$ cat src/rtl/axis_sync_fifo_if.sv
// AXI4-Stream beat bundle: data, byte keep, packet end and the valid/ready pair.
// The master modport is the side that produces beats; the slave side accepts them.
interface axis_sync_fifo_if #(
  parameter int DATA_WIDTH = 32
);
  logic [DATA_WIDTH-1:0]   tdata;
  logic [DATA_WIDTH/8-1:0] tkeep;
  logic                    tlast;
  logic                    tvalid;
  logic                    tready;

  modport master (
    output tdata,
    output tkeep,
    output tlast,
    output tvalid,
    input  tready
  );

  modport slave (
    input  tdata,
    input  tkeep,
    input  tlast,
    input  tvalid,
    output tready
  );
endinterface

$ cat src/rtl/axis_sync_fifo.sv
// Single-clock AXI4-Stream FIFO with first-word fall-through output, a registered
// occupancy count with almost-full/almost-empty flags, and an optional
// store-and-forward mode that holds the output until a whole packet is buffered.
// Pointers carry one extra wrap bit so full and empty are told apart without a
// separate flag.
module axis_sync_fifo #(
  parameter int DATA_WIDTH  = 32,
  parameter int FIFO_DEPTH  = 16,
  parameter int PACKET_MODE = 0,
  parameter int AF_THRESH   = FIFO_DEPTH - 2,
  parameter int AE_THRESH   = 2
) (
  input  logic                       clk,
  input  logic                       rst,
  axis_sync_fifo_if.slave            s_axis,
  axis_sync_fifo_if.master           m_axis,
  output logic [$clog2(FIFO_DEPTH):0] level,
  output logic                       almost_full,
  output logic                       almost_empty
);

  localparam int AW = $clog2(FIFO_DEPTH);
  localparam int LW = AW + 1;
  localparam int KW = DATA_WIDTH / 8;
  localparam int EW = DATA_WIDTH + KW + 1;

  localparam logic [LW-1:0] AF_LVL = LW'(AF_THRESH);
  localparam logic [LW-1:0] AE_LVL = LW'(AE_THRESH);

  logic [EW-1:0] mem [FIFO_DEPTH];
  logic [LW-1:0] wr_ptr;
  logic [LW-1:0] rd_ptr;
  logic          rst_q;
  logic          full;
  logic          empty;
  logic          wr_en;
  logic          rd_en;

  assign empty = (wr_ptr == rd_ptr);
  assign full  = (wr_ptr[AW] != rd_ptr[AW]) && (wr_ptr[AW-1:0] == rd_ptr[AW-1:0]);

  // rst_q keeps the input closed for the first cycle after reset is released.
  assign s_axis.tready = !full && !rst_q;

  assign wr_en = s_axis.tvalid && s_axis.tready;
  assign rd_en = m_axis.tvalid && m_axis.tready;

  // Head entry is presented combinationally so the first beat needs no extra pop cycle.
  assign {m_axis.tlast, m_axis.tkeep, m_axis.tdata} = mem[rd_ptr[AW-1:0]];

  assign almost_full  = (level >= AF_LVL);
  assign almost_empty = (level <= AE_LVL);

  // Storage array; contents are never reset, only the pointers are.
  always_ff @(posedge clk) begin
    if (wr_en) begin
      mem[wr_ptr[AW-1:0]] <= {s_axis.tlast, s_axis.tkeep, s_axis.tdata};
    end
  end

  // Pointers, occupancy count and the post-reset input hold-off.
  always_ff @(posedge clk) begin
    if (rst) begin
      wr_ptr <= '0;
      rd_ptr <= '0;
      level  <= '0;
      rst_q  <= 1'b1;
    end else begin
      rst_q <= 1'b0;
      if (wr_en) begin
        wr_ptr <= wr_ptr + LW'(1);
      end
      if (rd_en) begin
        rd_ptr <= rd_ptr + LW'(1);
      end
      case ({wr_en, rd_en})
        2'b10:   level <= level + LW'(1);
        2'b01:   level <= level - LW'(1);
        default: level <= level;
      endcase
    end
  end

  generate
    if (PACKET_MODE != 0) begin : g_pkt
      logic [LW-1:0] pkt_cnt;
      logic          in_last;
      logic          out_last;

      assign in_last  = wr_en && s_axis.tlast;
      assign out_last = rd_en && m_axis.tlast;

      // A packet longer than the FIFO can never complete inside it, so a full
      // FIFO releases its head anyway rather than deadlocking.
      assign m_axis.tvalid = !empty && ((pkt_cnt != '0) || full);

      // Number of complete packets currently stored.
      always_ff @(posedge clk) begin
        if (rst) begin
          pkt_cnt <= '0;
        end else begin
          case ({in_last, out_last})
            2'b10:   pkt_cnt <= pkt_cnt + LW'(1);
            2'b01:   pkt_cnt <= pkt_cnt - LW'(1);
            default: pkt_cnt <= pkt_cnt;
          endcase
        end
      end
    end else begin : g_cut
      assign m_axis.tvalid = !empty;
    end
  endgenerate

endmodule

$ cat src/flat_wrapper.sv
// flat-port wrapper written by rule: the top's interface ports become plain ports
module axis_sync_fifo_flat 
#(
  parameter int DATA_WIDTH  = 32,
  parameter int FIFO_DEPTH  = 16,
  parameter int PACKET_MODE = 0,
  parameter int AF_THRESH   = FIFO_DEPTH - 2,
  parameter int AE_THRESH   = 2
)
  (clk, rst, level, almost_full, almost_empty, s_axis_tdata, s_axis_tkeep, s_axis_tlast, s_axis_tvalid, s_axis_tready, m_axis_tdata, m_axis_tkeep, m_axis_tlast, m_axis_tvalid, m_axis_tready);
  axis_sync_fifo_if #(.DATA_WIDTH(DATA_WIDTH)) s_axis_i ();
  axis_sync_fifo_if #(.DATA_WIDTH(DATA_WIDTH)) m_axis_i ();
  input  logic clk;
  input  logic rst;
  output logic [$clog2(FIFO_DEPTH):0] level;
  output logic almost_full;
  output logic almost_empty;
  input wire logic [$bits(s_axis_i.tdata)-1:0] s_axis_tdata;
  input wire logic [$bits(s_axis_i.tkeep)-1:0] s_axis_tkeep;
  input wire logic [$bits(s_axis_i.tlast)-1:0] s_axis_tlast;
  input wire logic [$bits(s_axis_i.tvalid)-1:0] s_axis_tvalid;
  output wire logic [$bits(s_axis_i.tready)-1:0] s_axis_tready;
  output wire logic [$bits(m_axis_i.tdata)-1:0] m_axis_tdata;
  output wire logic [$bits(m_axis_i.tkeep)-1:0] m_axis_tkeep;
  output wire logic [$bits(m_axis_i.tlast)-1:0] m_axis_tlast;
  output wire logic [$bits(m_axis_i.tvalid)-1:0] m_axis_tvalid;
  input wire logic [$bits(m_axis_i.tready)-1:0] m_axis_tready;
  assign s_axis_i.tdata = s_axis_tdata;
  assign s_axis_i.tkeep = s_axis_tkeep;
  assign s_axis_i.tlast = s_axis_tlast;
  assign s_axis_i.tvalid = s_axis_tvalid;
  assign s_axis_tready = s_axis_i.tready;
  assign m_axis_tdata = m_axis_i.tdata;
  assign m_axis_tkeep = m_axis_i.tkeep;
  assign m_axis_tlast = m_axis_i.tlast;
  assign m_axis_tvalid = m_axis_i.tvalid;
  assign m_axis_i.tready = m_axis_tready;
  axis_sync_fifo #(.DATA_WIDTH(DATA_WIDTH), .FIFO_DEPTH(FIFO_DEPTH), .PACKET_MODE(PACKET_MODE), .AF_THRESH(AF_THRESH), .AE_THRESH(AE_THRESH)) u_core (.clk(clk), .rst(rst), .s_axis(s_axis_i), .m_axis(m_axis_i), .level(level), .almost_full(almost_full), .almost_empty(almost_empty));
endmodule
$ cat config.mk
export PLATFORM = sky130hd
export DESIGN_NAME = axis_sync_fifo_flat
export DESIGN_NICKNAME = d
export VERILOG_FILES = /design/src/rtl/axis_sync_fifo_if.sv /design/src/rtl/axis_sync_fifo.sv /design/src/flat_wrapper.sv
export SDC_FILE = /design/constraint.sdc
export NUM_CORES = 1
export LEC_CHECK = 0
export CORE_MARGIN = 2
export CORE_UTILIZATION = 30
export CTS_CLUSTER_SIZE = 20
export DETAILED_ROUTE_END_ITERATION = 8
export DONT_BUFFER_PORTS = 1
export PLACE_DENSITY_LB_ADDON = 0.12
export SLEW_MARGIN = 5
export SYNTH_ARGS = -nofsm -noshare
export SYNTH_HDL_FRONTEND = slang
export SYNTH_SLANG_ARGS = --single-unit
$ cat constraint.sdc
create_clock -name clk -period 4.6 [get_ports clk]
set_clock_uncertainty 0.2 [all_clocks]
set_input_delay 0.69 -clock clk [delete_from_list [all_inputs] [get_ports clk]]
set_output_delay 0.69 -clock clk [all_outputs]
set_load 0.01 [all_outputs]
==> flow_metrics.py <==
metrics = {
    "global_routing": {
        "grtUsageTotal_pct": 14.41,
        "grt_pass1_vias": 11160,
        "overflow": 0,
        "antenna_found_initial": 4,
        "grt_max_degree": 42,
        "grt_pass1_wl_um": 83100,
    },
    "clock_tree": {
        "cts_max_level": 3,
        "insertion_delay_ns": 0.59,
        "clkSinkCount": 612,
        "cts_max_path_buffers": 3,
        "cts_tree": "built",
        "path_clk_slew_ns": 0.06,
        "cts_made_buffers": 70,
        "root_buffer": "clkbuf_16",
        "post_cts_resized": 0,
    },
    "route": {
        "drt-wirelength-per-cell_um": 26.78,
        "ant_nets": 0,
        "drt_iter0_markers": 751,
        "vias_per_cell": 4.807,
        "drc": 0,
        "dr.pass1.iters": 4,
        "dr_total_vias": 10430,
        "drt-total-wl_um": 58110,
    },
    "logic_synthesis": {
        "yosysWarnings": 0,
        "ys.flop_type": "edfxtp_1",
        "synth_top_cell_by_area": "edfxtp_1",
        "syn_area_per_cell_um2": 24.24,
        "syn_area_um2": 23710,
        "synth_top_area_share_pct": 74.98,
        "synthArstFlopShare_pct": 0,
        "postSynthCellCount": 978,
        "yosysUniqueCellTypes": 47,
        "ys_seq_area_share_pct": 76.66,
        "synth_edf_count": 592,
        "synth_fp_nets": 1028,
        "synth_area_leaders": "edfxtp_1, mux4_2, mux4_1",
        "synth-seq-cells": 612,
    },
    "die": {
        "core_area_um2": 78610,
        "fp.dieW_um": 285.1,
        "core.rowCount": 103,
        "ios": 87,
        "initial_core_util_pct": 30.16,
        "die_height_um": 285.1,
        "die_area_um2": 81300,
    },
    "hold_path": {
        "min_from": "rst",
        "hold_path.class": "in2reg",
    },
    "pwr": {
        "p_per_area_nw_per_um2": 458.4,
        "p_total_mw": 12.67,
        "p_leak_nw": 8.357,
        "vdd_drop_max_uv": 226.7,
    },
    "cells_and_area": {
        "area_growth_pct": 16.62,
        "multi_input_area_um2": 5175,
        "nNetsFinal": 1119,
        "final_common_cell": "edfxtp_1",
        "final_layout_size_suffix_gt1_share_pct": 26.96,
        "antennaDiodeCount": 0,
        "layout_common_cells": "edfxtp_1, mux4_2, clkbuf_16",
        "regArea_um2": 18190,
        "fillers": 7328,
    },
    "sta": {
        "slew_headroom_pct": 35.58,
        "maxSlewViolCount": 0,
        "tightest_slew_ns": 0.9664,
        "fin_tns_setup_ns": 0,
        "fmax_mhz": 271.2,
        "setup_violations": 0,
        "rsz0062_at_grt": "false",
        "min_period_ns": 3.687,
        "hold_violations": 0,
        "fin_crit_sh_pct": 80.16,
    },
    "worst_setup_path": {
        "cp-start-kind": "flop",
        "max_stage_delay_ns": 0.78,
        "endpoint_kind": "output port",
        "cpMostUsedCell": "mux4_2",
        "timing.rr.start": "u_core.wr_ptr[1]",
        "worstPathMaxFanout": 41,
        "arrival_ns": 2.80,
        "cp_slowest_cell": "dfxtp_4",
        "path_class": "reg2out",
        "cp_cell_sequence": "buf_4, mux4_2, mux4_2",
        "cp.required_ns": 3.71,
    },
    "placement": {
        "gp_congestion": 0.6826,
        "numPortBuffers": 0,
        "dp_hpwl_um": 29590,
    },
    "run": {
        "cap_violations": 0,
    },
    "run_status": {
        "status": "finished, final reports clean",
    },
}
cell type report:
type | count | area share, %
sequential | 612 | 65.79
tap | 1050 | 4.751
multi-input combinational | 307 | 18.72
clock buffer | 96 | 6.919
timing repair buffer | 69 | 2.896
clock inverter | 27 | 0.8009
inverter | 9 | 0.1222
power breakdown:
group | switching (mW) | internal, mW | leakage, nW
clock | 2.17 | 3.08 | 1.04
sequential | 0.0846 | 6.16 | 5.50
combinational | 0.575 | 0.602 | 1.82
worst paths after layout:
| kind | end | slack [ns] | cells past startpoint |
|---|---|---|---|
| setup / recovery | m_axis_tdata[12] | 0.91 | 3 |
| hold / removal | u_core.level[3] | 0.05 | 1 |
| setup reg to reg | u_core.level[4] | 1.33 | 10 |
| hold reg to reg | flop | 0.33 | 2 |
worst max-delay path: cells and delay by family (launching register included):
| family | cells | cell delay, ns |
|---|---|---|
| mux | 2 | 0.90 |
| buf+inv | 1 | 0.46 |
| flops | 1 | 0.78 |
synthesized netlist by cell type, drive strengths merged (4+ instances only):
cell type    n
mux4       185
o21ai        6
nand2        8
nor2b        6
xor2         4
dfxtp       20
clkbuf      18
a211o        4
a21oi        9
xnor2        5
edfxtp     592
ha           9
nand3        7
nor2        10
nand2b       4
buf         32
and3        15
mux2         5
inv          9
sequential cells by signal, indices dropped and copies added, names as in the netlist, named ones only:
signal	count
u_core.level	5
u_core.mem	592
u_core.rd_ptr	5
u_core.rst_q	1
u_core.wr_ptr	5
timing repair:
item / CTS / global route
setup endpoints to repair: 0 / 0
hold endpoints to repair: 597 / 0
buffers inserted: 0 / 0
hold buffers: 38 / 0
metal layers:
layer	share of wire (%)	vias up	global-route usage, %
met5	0.071	-	0
met4	1.7	6	4.097
met3	4.6	75	3.040
met2	49	219	23.60
met1	45	5691	19.44
li1	-	4441	-
stage by stage:
stage	setup WS (ns)	hold WS, ns	instances	util (%)	area (um^2)
final	0.9126	0.05011	2170	35.17	27650
after detailed placement	1.337	0.3299	2009	31.97	25140
after floorplan	0.9518	0.2914	978	-	23710
after global routing	0.7750	0.03995	2170	35.17	27650
after CTS	0.8113	0.01265	2170	35.17	27650
after global placement	1.376	0.3232	2009	31.97	25140
logic make-up (layout without fill, tap and decap cells):
family | count (synthesis) | after routing | share of synthesized area (%)
flops | 612 | 612 | 76.66
xor+xnor | 9 | 9 | 0.3324
simple gates | 63 | 63 | 1.478
mux | 192 | 192 | 18.40
fa+ha+maj | 9 | 9 | 0.4749
compound gates | 34 | 34 | 1.013
buf+inv | 59 | 201 | 1.636
No activity file was read; power rests on OpenSTA's default activity.
